$ cat config.mk
export PLATFORM = sky130hd
export DESIGN_NAME = note_player
export DESIGN_NICKNAME = d
export VERILOG_FILES = /design/src/rtl/note_player.sv
export SDC_FILE = /design/constraint.sdc
export NUM_CORES = 1
export LEC_CHECK = 0
export BUFFER_PORTS_ARGS = -buffer_cell sky130_fd_sc_hd__clkbuf_2
export CORE_ASPECT_RATIO = 0.8
export CORE_UTILIZATION = 40
export CTS_BUF_LIST = sky130_fd_sc_hd__clkbuf_2 sky130_fd_sc_hd__clkbuf_4 sky130_fd_sc_hd__clkbuf_8
export CTS_CLUSTER_DIAMETER = 150
export DETAILED_ROUTE_END_ITERATION = 16
export GPL_TIMING_DRIVEN = 1
export SETUP_SLACK_MARGIN = 0.2
export SLEW_MARGIN = 20
export SYNTH_ARGS = -nofsm -noshare
export SYNTH_HDL_FRONTEND = slang
export SYNTH_SLANG_ARGS = --single-unit
export TNS_END_PERCENT = 10
$ cat constraint.sdc
create_clock -name clk -period 3.85 [get_ports clk]
set_input_delay 1.155 -clock clk [delete_from_list [all_inputs] [get_ports clk]]
set_output_delay 1.155 -clock clk [all_outputs]
set_load 0.02 [all_outputs]
$ cat src/rtl/note_player.sv
// -----------------------------------------------------------------------------
// note_player
//
// Plays one note per melody-library entry on a square-wave speaker pin. Each
// note is timed in duration units of UNIT_CYCLES clocks, ends with a silent
// articulation gap of GAP_CYCLES clocks, and is followed by a one-cycle
// next_note pulse that advances the library. The song loops because the
// library wraps its own index.
//
// Ports:
//   clk        in   system clock
//   clr_n      in   asynchronous active-low reset
//   play       in   level: 1 = run the song, 0 = stop and silence
//   duration   in   3-bit duration code from the library (0 = fetch/wrap)
//   ticks      in   tone half-period in clk cycles (0 = rest)
//   next_note  out  one-cycle pulse that advances the library
//   speaker    out  square-wave audio output
//   busy       out  high whenever the player is not idle
// -----------------------------------------------------------------------------
module note_player #(
  parameter int unsigned TICKBITS    = 18,
  parameter int unsigned UNIT_CYCLES = 2083333,
  parameter int unsigned UNITBITS    = 22,
  parameter int unsigned GAP_CYCLES  = 200000
) (
  input  logic                clk,
  input  logic                clr_n,
  input  logic                play,
  input  logic [2:0]          duration,
  input  logic [TICKBITS-1:0] ticks,
  output logic                next_note,
  output logic                speaker,
  output logic                busy
);

  typedef enum logic [2:0] {
    S_IDLE,
    S_LOAD,
    S_TONE,
    S_GAP,
    S_ADVANCE,
    S_WAIT
  } state_e;

  localparam logic [UNITBITS-1:0] UNIT_LAST = UNITBITS'(UNIT_CYCLES - 1);
  // Last unit-counter value of the audible part of the final unit.
  localparam logic [UNITBITS-1:0] TONE_LAST = UNITBITS'(UNIT_CYCLES - GAP_CYCLES - 1);
  localparam bit                  HAS_GAP   = (GAP_CYCLES != 0);

  state_e              state_q,      state_d;
  logic [TICKBITS-1:0] ticks_q,      ticks_d;
  logic [TICKBITS-1:0] tone_cnt_q,   tone_cnt_d;
  logic [UNITBITS-1:0] unit_cnt_q,   unit_cnt_d;
  logic [4:0]          units_left_q, units_left_d;
  logic                speaker_q,    speaker_d;
  logic                next_note_q,  next_note_d;
  logic                busy_q,       busy_d;

  logic unit_wrap;

  // Duration code to unit count; codes 6/7 are invalid and play one unit.
  function automatic logic [4:0] units_of(input logic [2:0] code);
    case (code)
      3'd1:    units_of = 5'd24;
      3'd2:    units_of = 5'd12;
      3'd3:    units_of = 5'd8;
      3'd4:    units_of = 5'd6;
      3'd5:    units_of = 5'd4;
      default: units_of = 5'd1;
    endcase
  endfunction

  assign unit_wrap = (unit_cnt_q == UNIT_LAST);

  // NOTE: every signal written here gets a default first, so no path leaves it
  // unassigned and no latch is inferred.
  always_comb begin
    state_d      = state_q;
    ticks_d      = ticks_q;
    tone_cnt_d   = tone_cnt_q;
    unit_cnt_d   = unit_cnt_q;
    units_left_d = units_left_q;
    speaker_d    = 1'b0;

    case (state_q)
      S_IDLE: state_d = S_LOAD;

      S_LOAD: begin
        // Code 0 means the library is wrapping: resample next cycle.
        if (duration != 3'd0) begin
          units_left_d = units_of(duration);
          ticks_d      = (duration >= 3'd6) ? '0 : ticks;
          unit_cnt_d   = '0;
          tone_cnt_d   = '0;
          state_d      = S_TONE;
        end
      end

      S_TONE: begin
        if (ticks_q == '0) begin
          tone_cnt_d = '0;
        end else if (tone_cnt_q == ticks_q - TICKBITS'(1)) begin
          tone_cnt_d = '0;
          speaker_d  = ~speaker_q;
        end else begin
          tone_cnt_d = tone_cnt_q + TICKBITS'(1);
          speaker_d  = speaker_q;
        end

        unit_cnt_d = unit_wrap ? '0 : unit_cnt_q + UNITBITS'(1);
        if (unit_wrap) units_left_d = units_left_q - 5'd1;

        if (units_left_q == 5'd1 && unit_cnt_q == TONE_LAST) begin
          speaker_d = 1'b0;
          state_d   = HAS_GAP ? S_GAP : S_ADVANCE;
        end
      end

      // The unit counter keeps running so the gap closes out the last unit.
      S_GAP: begin
        unit_cnt_d = unit_wrap ? '0 : unit_cnt_q + UNITBITS'(1);
        if (unit_wrap) begin
          units_left_d = units_left_q - 5'd1;
          state_d      = S_ADVANCE;
        end
      end

      S_ADVANCE: state_d = S_WAIT;

      // Gives the library a cycle to register its new index before LOAD.
      S_WAIT:    state_d = S_LOAD;

      default:   state_d = S_IDLE;
    endcase

    // Stopping never advances the library, so the next play replays the note.
    if (!play) begin
      state_d   = S_IDLE;
      speaker_d = 1'b0;
    end

    next_note_d = (state_d == S_ADVANCE);
    busy_d      = (state_d != S_IDLE);
  end

  // NOTE: sequential state uses non-blocking assignments so every register
  // samples the values from before this edge.
  always_ff @(posedge clk or negedge clr_n) begin
    if (!clr_n) begin
      state_q      <= S_IDLE;
      ticks_q      <= '0;
      tone_cnt_q   <= '0;
      unit_cnt_q   <= '0;
      units_left_q <= '0;
      speaker_q    <= 1'b0;
      next_note_q  <= 1'b0;
      busy_q       <= 1'b0;
    end else begin
      state_q      <= state_d;
      ticks_q      <= ticks_d;
      tone_cnt_q   <= tone_cnt_d;
      unit_cnt_q   <= unit_cnt_d;
      units_left_q <= units_left_d;
      speaker_q    <= speaker_d;
      next_note_q  <= next_note_d;
      busy_q       <= busy_d;
    end
  end

  assign next_note = next_note_q;
  assign speaker   = speaker_q;
  assign busy      = busy_q;

endmodule

==> metrics.yaml, run 1 <==
tns_ns: 0
antenna_cells: 0
max_freq_mhz: 306.1
status: "finished, final reports clean"
crit_chain: "or4_1 > nor4_4 > mux2_1 > a31oi_1 > o32a_1 > a21o_1 > o22ai_1 > a22o_1"
required_ns: 4.10
ant_nets: 0
core-area_um2: 9889
ys_async_sr_fraction_pct: 100.0
cp.depth: 8
clock_latency_ns: 0.36
ff2ff_path_depth: 8
cts.sinks: 69
finalMaxSlewViolations: 0
synth_top_area_share_pct: 41.37
synthesis.area_um2: 4174
antenna_found_initial: 0
max_stage_delay_ns: 0.71
chipHeight_um: 93.37
hold_viol: 0
finalCritPeriodShare_pct: 84.86
tightest_slew_ns: 0.8798
cts_buffer_depth: 2
wl_per_cell_um: 15.69
finalPower_mw: 2.482
start_kind: "flop"
powerDensity_nw_per_um2: 530.9
drc: 0
dp_cells: 630
rsz0062_at_grt: "no"
path_delay_family: "compound AO/OA/AOI/OAI gates"
cts_buffers: 9
num_vias: 3643
drt_iter0_drc: 147
grt_start_max_net_pins: 70
grt_pass1_wl_mm: 16.84
cts_root_buffer: "clkbuf_8"
first_global_vias: 3279
critPathArrivalTime_ns: 3.52
final_cells: 646
tritoncts: "done"
grt_remaining_overflow: 0
first_pass_iters: 4
yosysSeqAreaShare_pct: 41.37
routed_wl_mm: 10.14
cp_num_buf_inv: 0
post_cts_buffers: 0
power_leakage_nw: 2.017
crit_path_end_kind: "flop"
cap_violations: 0
nets: 538
ys_types: 60
ys_top_cells_by_area: "dfrtp_1 (41%), nand2_1 (4.9%), nand3b_1 (4.0%)"
initial_core_util_pct: 42.21
whs_path_depth: 2
ys_ff_latch: 69
critical-path-slowest-cell: "or4_1"
die-area_um2: 10850
die_w_um: 116.2
setup_viol: 0
crit_type: "flop to flop"
routed_via_density: 5.639
htree_levels: 3
cp_max_fo: 15
core.rowCount: 32
ir_drop_mv: 0.3446
ctsHoldBuffers: 0
synth_edf_count: 0
cts-resized-gates: 0
place_congestion: 0.8147
hold_class: "flop to flop"
synth_top_area_cell: "dfrtp_1"
track_usage_pct: 20.41
syn_nets: 514
dp_hpwl_mm: 7.157
cts.clk_slew.worst_paths_ns: 0.07
avgSynthCellArea_um2: 8.678
fin_crit_ns: 3.267
ys_warn_count: 0
finalClockSkew_ns: 0.008774
hold_ws_ns: 0.5318
syn_inst: 481
synth-main-ff-cell: "dfrtp_1"
drive_gt1_share_pct: 10.78
port_buffers: 26
area_delta_synth_final_pct: 12.02
slew_headroom_pct: 41.35
ios: 27
## cell usage in the layout, fill, tap and decap left out, drive strengths merged, types with 18 or more instances in the layout
cell type	netlist	routed
o21ai	31	31
xor2	18	18
nand3	28	28
nand3b	22	22
inv	23	24
clkbuf	15	36
nand2	55	55
nor2	44	44
dfrtp	69	69
## Yosys cell counts (all sizes together) (4+ instances only)
| cell type | n |
|---|---|
| a211oi | 5 |
| a21oi | 16 |
| and3 | 11 |
| and4 | 7 |
| buf | 5 |
| clkbuf | 15 |
| dfrtp | 69 |
| ha | 9 |
| inv | 23 |
| nand2 | 55 |
| nand2b | 5 |
| nand3 | 28 |
| nand3b | 22 |
| nand4 | 10 |
| nor2 | 44 |
| nor2b | 4 |
| nor3 | 15 |
| nor4 | 10 |
| o21ai | 31 |
| o22a | 5 |
| o31ai | 5 |
| or3 | 10 |
| xnor2 | 16 |
| xor2 | 18 |
## where the power goes
part           internal (mW)  switching [mW]  leakage (nW)
sequential             0.841           0.186         0.924
combinational          0.316           0.444         0.977
clock                  0.401           0.293         0.116
total                   1.56           0.923          2.02
## state kept, by name, summed over array words and instances, names as in the netlist
signal        cells
busy              1
next_note         1
speaker           1
state_q           3
ticks_q          18
tone_cnt_q       18
unit_cnt_q       22
units_left_q      5
## worst paths after layout
kind                             start               to  slack [ns]
max                         ticks_q[3]    tone_cnt_q[4]        0.58
min                        ticks_q[11]      ticks_q[11]        0.53
max reg2reg                 ticks_q[3]    tone_cnt_q[4]        0.58
min reg2reg                ticks_q[11]      ticks_q[11]        0.53
max in group asynchronous        clr_n  units_left_q[0]        2.28
min in group asynchronous        clr_n   tone_cnt_q[16]        1.00
## stage by stage
step                util, %  worst slack, ns  instance area [µm²]
global route          47.28           0.3263                 4676
CTS                   47.28           0.5879                 4676
detailed placement    44.93           0.6214                 4443
global placement      44.93           0.7322                 4443
floorplan                 -            1.023                 4174
finish                47.28           0.5830                 4676
## final cells by class
type / instances / area [µm²]
multi-input cells: 369 / 2277
clock buffers: 11 / 151.4
flip-flops and latches: 69 / 1727
fillers: 979 / 5214
repair buffers: 33 / 182.7
well taps: 136 / 170.2
clock inverters: 5 / 81.33
inverters: 23 / 86.33
## metal layers
metal	part of all wire (%)	global-route usage [%]	wire [µm]
met1	52	31.34	5309
met2	41	27.83	4206
met4	1.5	6.731	153
met5	0	0	0
met3	4.6	4.537	467
## worst min-delay path, stage by stage, from the launching register on
cell and delay, ns:
dfrtp_1 0.39, nand2_1 0.06, nand2_1 0.06
## kinds of logic (layout without fill, tap and decap cells)
family / after synthesis / count (layout) / share of synthesized area [%]
and+or+nand+nor: 232 / 232 / 29.71
adders and majority gates: 9 / 9 / 2.698
muxes: 2 / 2 / 0.5096
AOI/OAI and AO/OA: 92 / 92 / 14.39
xor gates and xnor gates: 34 / 34 / 7.134
buffers and inverters: 43 / 72 / 4.196
DFF: 69 / 69 / 41.37
No activity file was read; power rests on OpenSTA's default activity.
==> inputs of run 2 (changes only) <==
ABC_AREA = 1   (was default)
clock period = 3.02 ns   (was 3.85 ns; I/O delays follow)
==> metrics.yaml, run 2 <==
status: "finished, final reports clean"
synth_commonest_cells: "nand2_1 (129), inv_1 (98), nor2_1 (75), dfrtp_1 (69), nand3_1 (66)"
hold_class: "flop to flop"
critPathArrivalTime_ns: 2.64  # -0.88 ns
ys_warn_count: 0  # unchanged
post_cts_buffers: 0  # unchanged
cap_violations: 0  # unchanged
first_global_vias: 3919  # +20%
cts_root_buffer: "clkbuf_8"
synth_top_area_cell: "dfrtp_1"
nets: 703  # +31%
whs_path_depth: 1  # -1
powerDensity_nw_per_um2: 651.4  # +23%
cts-resized-gates: 0  # unchanged
top_regs: "unit_cnt_q: 22 flops, ticks_q: 18 flops, tone_cnt_q: 18 flops"
cts.sinks: 69  # unchanged
cp_max_fo: 11  # -4
crit_type: "primary input to flop"
start_kind: "primary input"
final_common_cell: "nand2_1"
tns_ns: 0  # unchanged
core.rowCount: 34  # +6.3%
min_to: "busy"
routed_wl_mm: 11.45  # +13%
final_cells: 819  # +27%
cts_buffer_depth: 2  # unchanged
clock_latency_ns: 0.36  # about the same
ant_nets: 0  # unchanged
drc: 0  # unchanged
synthesis.area_um2: 4508  # +8.0%
place_congestion: 0.8726  # +7.1%
dp_cells: 802  # +27%
synth-main-ff-cell: "dfrtp_1"
cts_buffers: 9  # unchanged
tightest_slew_ns: 0.5260  # -0.3538 ns
ff2ff_path_depth: 12  # +4
port_buffers: 26  # unchanged
core-area_um2: 10930  # +11%
avgSynthCellArea_um2: 7.088  # -18%
cts.clk_slew.worst_paths_ns: 0.07  # about the same
post-route-util_pct: 46.09  # -1.2 points
ys_top_cells_by_area: "dfrtp_1 (38%), nand2_1 (11%), inv_1 (8.2%)"
yosysSeqAreaShare_pct: 38.30  # -3.1 points
preCtsSetupSlack_ns: 0.02673  # -0.5947 ns
antenna_cells: 0  # unchanged
finalClockSkew_ns: 0.006598  # -0.002177 ns
ctsHoldBuffers: 0  # unchanged
drive_gt1_share_pct: 11.85  # +1.1 points
tritoncts: "done"
fin_crit_ns: 2.348
wl_per_cell_um: 13.98  # -11%
first_pass_iters: 5  # +1
rr_startpoint: "unit_cnt_q[0]"
initial_core_util_pct: 41.23  # -0.97 points
max_freq_mhz: 426.0
die_w_um: 120.7  # +3.9%
antenna_found_initial: 0  # unchanged
grt_start_max_net_pins: 50  # -29%
ios: 27  # unchanged
chipHeight_um: 96.96  # +3.8%
syn_nets: 669  # +30%
syn_inst: 636  # +32%
ir_drop_mv: 0.3687  # +7.0%
final_cell_mix: "nand2_1 (129), inv_1 (98), nor2_1 (75)"
slew_headroom_pct: 64.61  # +23 points
num_vias: 4178  # +15%
dp_hpwl_mm: 8.640  # +21%
setup_viol: 0  # unchanged
setup_ws_ns: 0.6723  # +0.08936 ns
hold_ws_ns: 0.4717  # -0.06008 ns
finalCritPeriodShare_pct: 77.74
power_leakage_nw: 2.353  # +17%
ys_async_sr_fraction_pct: 100.0  # unchanged
top_register: "unit_cnt_q"
synth_top_area_share_pct: 38.30  # -3.1 points
routed_via_density: 5.101  # -9.5%
area_delta_synth_final_pct: 11.77
hold_viol: 0  # unchanged
die-area_um2: 11700  # +7.8%
crit_path_end_kind: "flop"
track_usage_pct: 21.40  # +0.98 points
drt_iter0_drc: 218  # +48%
required_ns: 3.31  # -0.79 ns
synth_edf_count: 0  # unchanged
rrSetupSlack_ns: 0.68  # +0.10 ns
grt_remaining_overflow: 0  # unchanged
grt_pass1_wl_mm: 19.73  # +17%
ys_ff_latch: 69  # unchanged
largest_register_ffs: 22  # unchanged
rsz0062_at_grt: "no"
ys_types: 40  # -33%
r2r-end: "unit_cnt_q[10]"
fill_cells: 1096  # +12%
hold_start: "state_q[2]"
finalMaxSlewViolations: 0  # unchanged
htree_levels: 3  # unchanged
synth_most_common_cell: "nand2_1"
## run 2: worst max-delay path: stages
cell      delay (ns)
clkbuf_2        0.13
nor3_1          0.40
inv_1           0.08
nand2_1         0.10
nand2_2         0.15
nand2_1         0.23
buf_4           0.23
o21ai_0         0.12
o21ai_0         0.13
a21oi_1         0.07
nor2_1          0.09
## run 2: cell families (layout without fill, tap and decap cells)
group | after synthesis | count (layout) | synth area share [%]
AND/OR/NAND/NOR | 333 | 333 | 34.11
buffers and inverters | 111 | 150 | 9.631
AO/OA/AOI/OAI | 94 | 94 | 11.10
flip-flops | 69 | 69 | 38.30
XOR/XNOR | 20 | 20 | 4.358
adder cells (fa/ha/maj) | 9 | 9 | 2.498
## run 2: power breakdown
group | total, mW | switching (mW) | internal [mW]
combinational | 1.24 | 0.816 | 0.426
sequential | 1.25 | 0.172 | 1.08
clock | 0.789 | 0.369 | 0.420
## run 2: stage by stage
stage,cell area (µm²),total power [mW]
after floorplan,4508,2.163
after global placement,4823,2.463
after detailed placement,4823,2.492
after CTS,5024,3.287
after global routing,5039,3.555
final,5039,3.282
## run 2: how the worst max path moves through the flow
stage                     cells after the start   startpoint              to
after CTS                                     9  duration[1]   tone_cnt_q[8]
after floorplan                               6  duration[2]   tone_cnt_q[6]
after global placement                        9  duration[2]   tone_cnt_q[8]
final                                        11  duration[2]  unit_cnt_q[10]
after global routing                         13   ticks_q[0]         speaker
after detailed placement                      9  duration[1]   tone_cnt_q[8]
## run 2: final cells by class
type | count | area (µm²) | share of cell area, %
clock buffers | 12 | 152.6 | 3.030
inverters | 102 | 382.9 | 7.599
flip-flops and latches | 69 | 1727 | 34.27
repair buffers | 32 | 195.2 | 3.874
multi-input cells | 456 | 2354 | 46.71
clock inverters | 4 | 47.55 | 0.9436
well taps | 144 | 180.2 | 3.576
## run 2: per-layer routing
metal | vias up | track usage [%] | wire length [µm]
li1 | 2135 | - | -
met5 | - | 0 | 0
met3 | 7 | 4.540 | 568
met1 | 1925 | 33.45 | 6246
met2 | 111 | 29.40 | 4547
met4 | 0 | 5.413 | 85
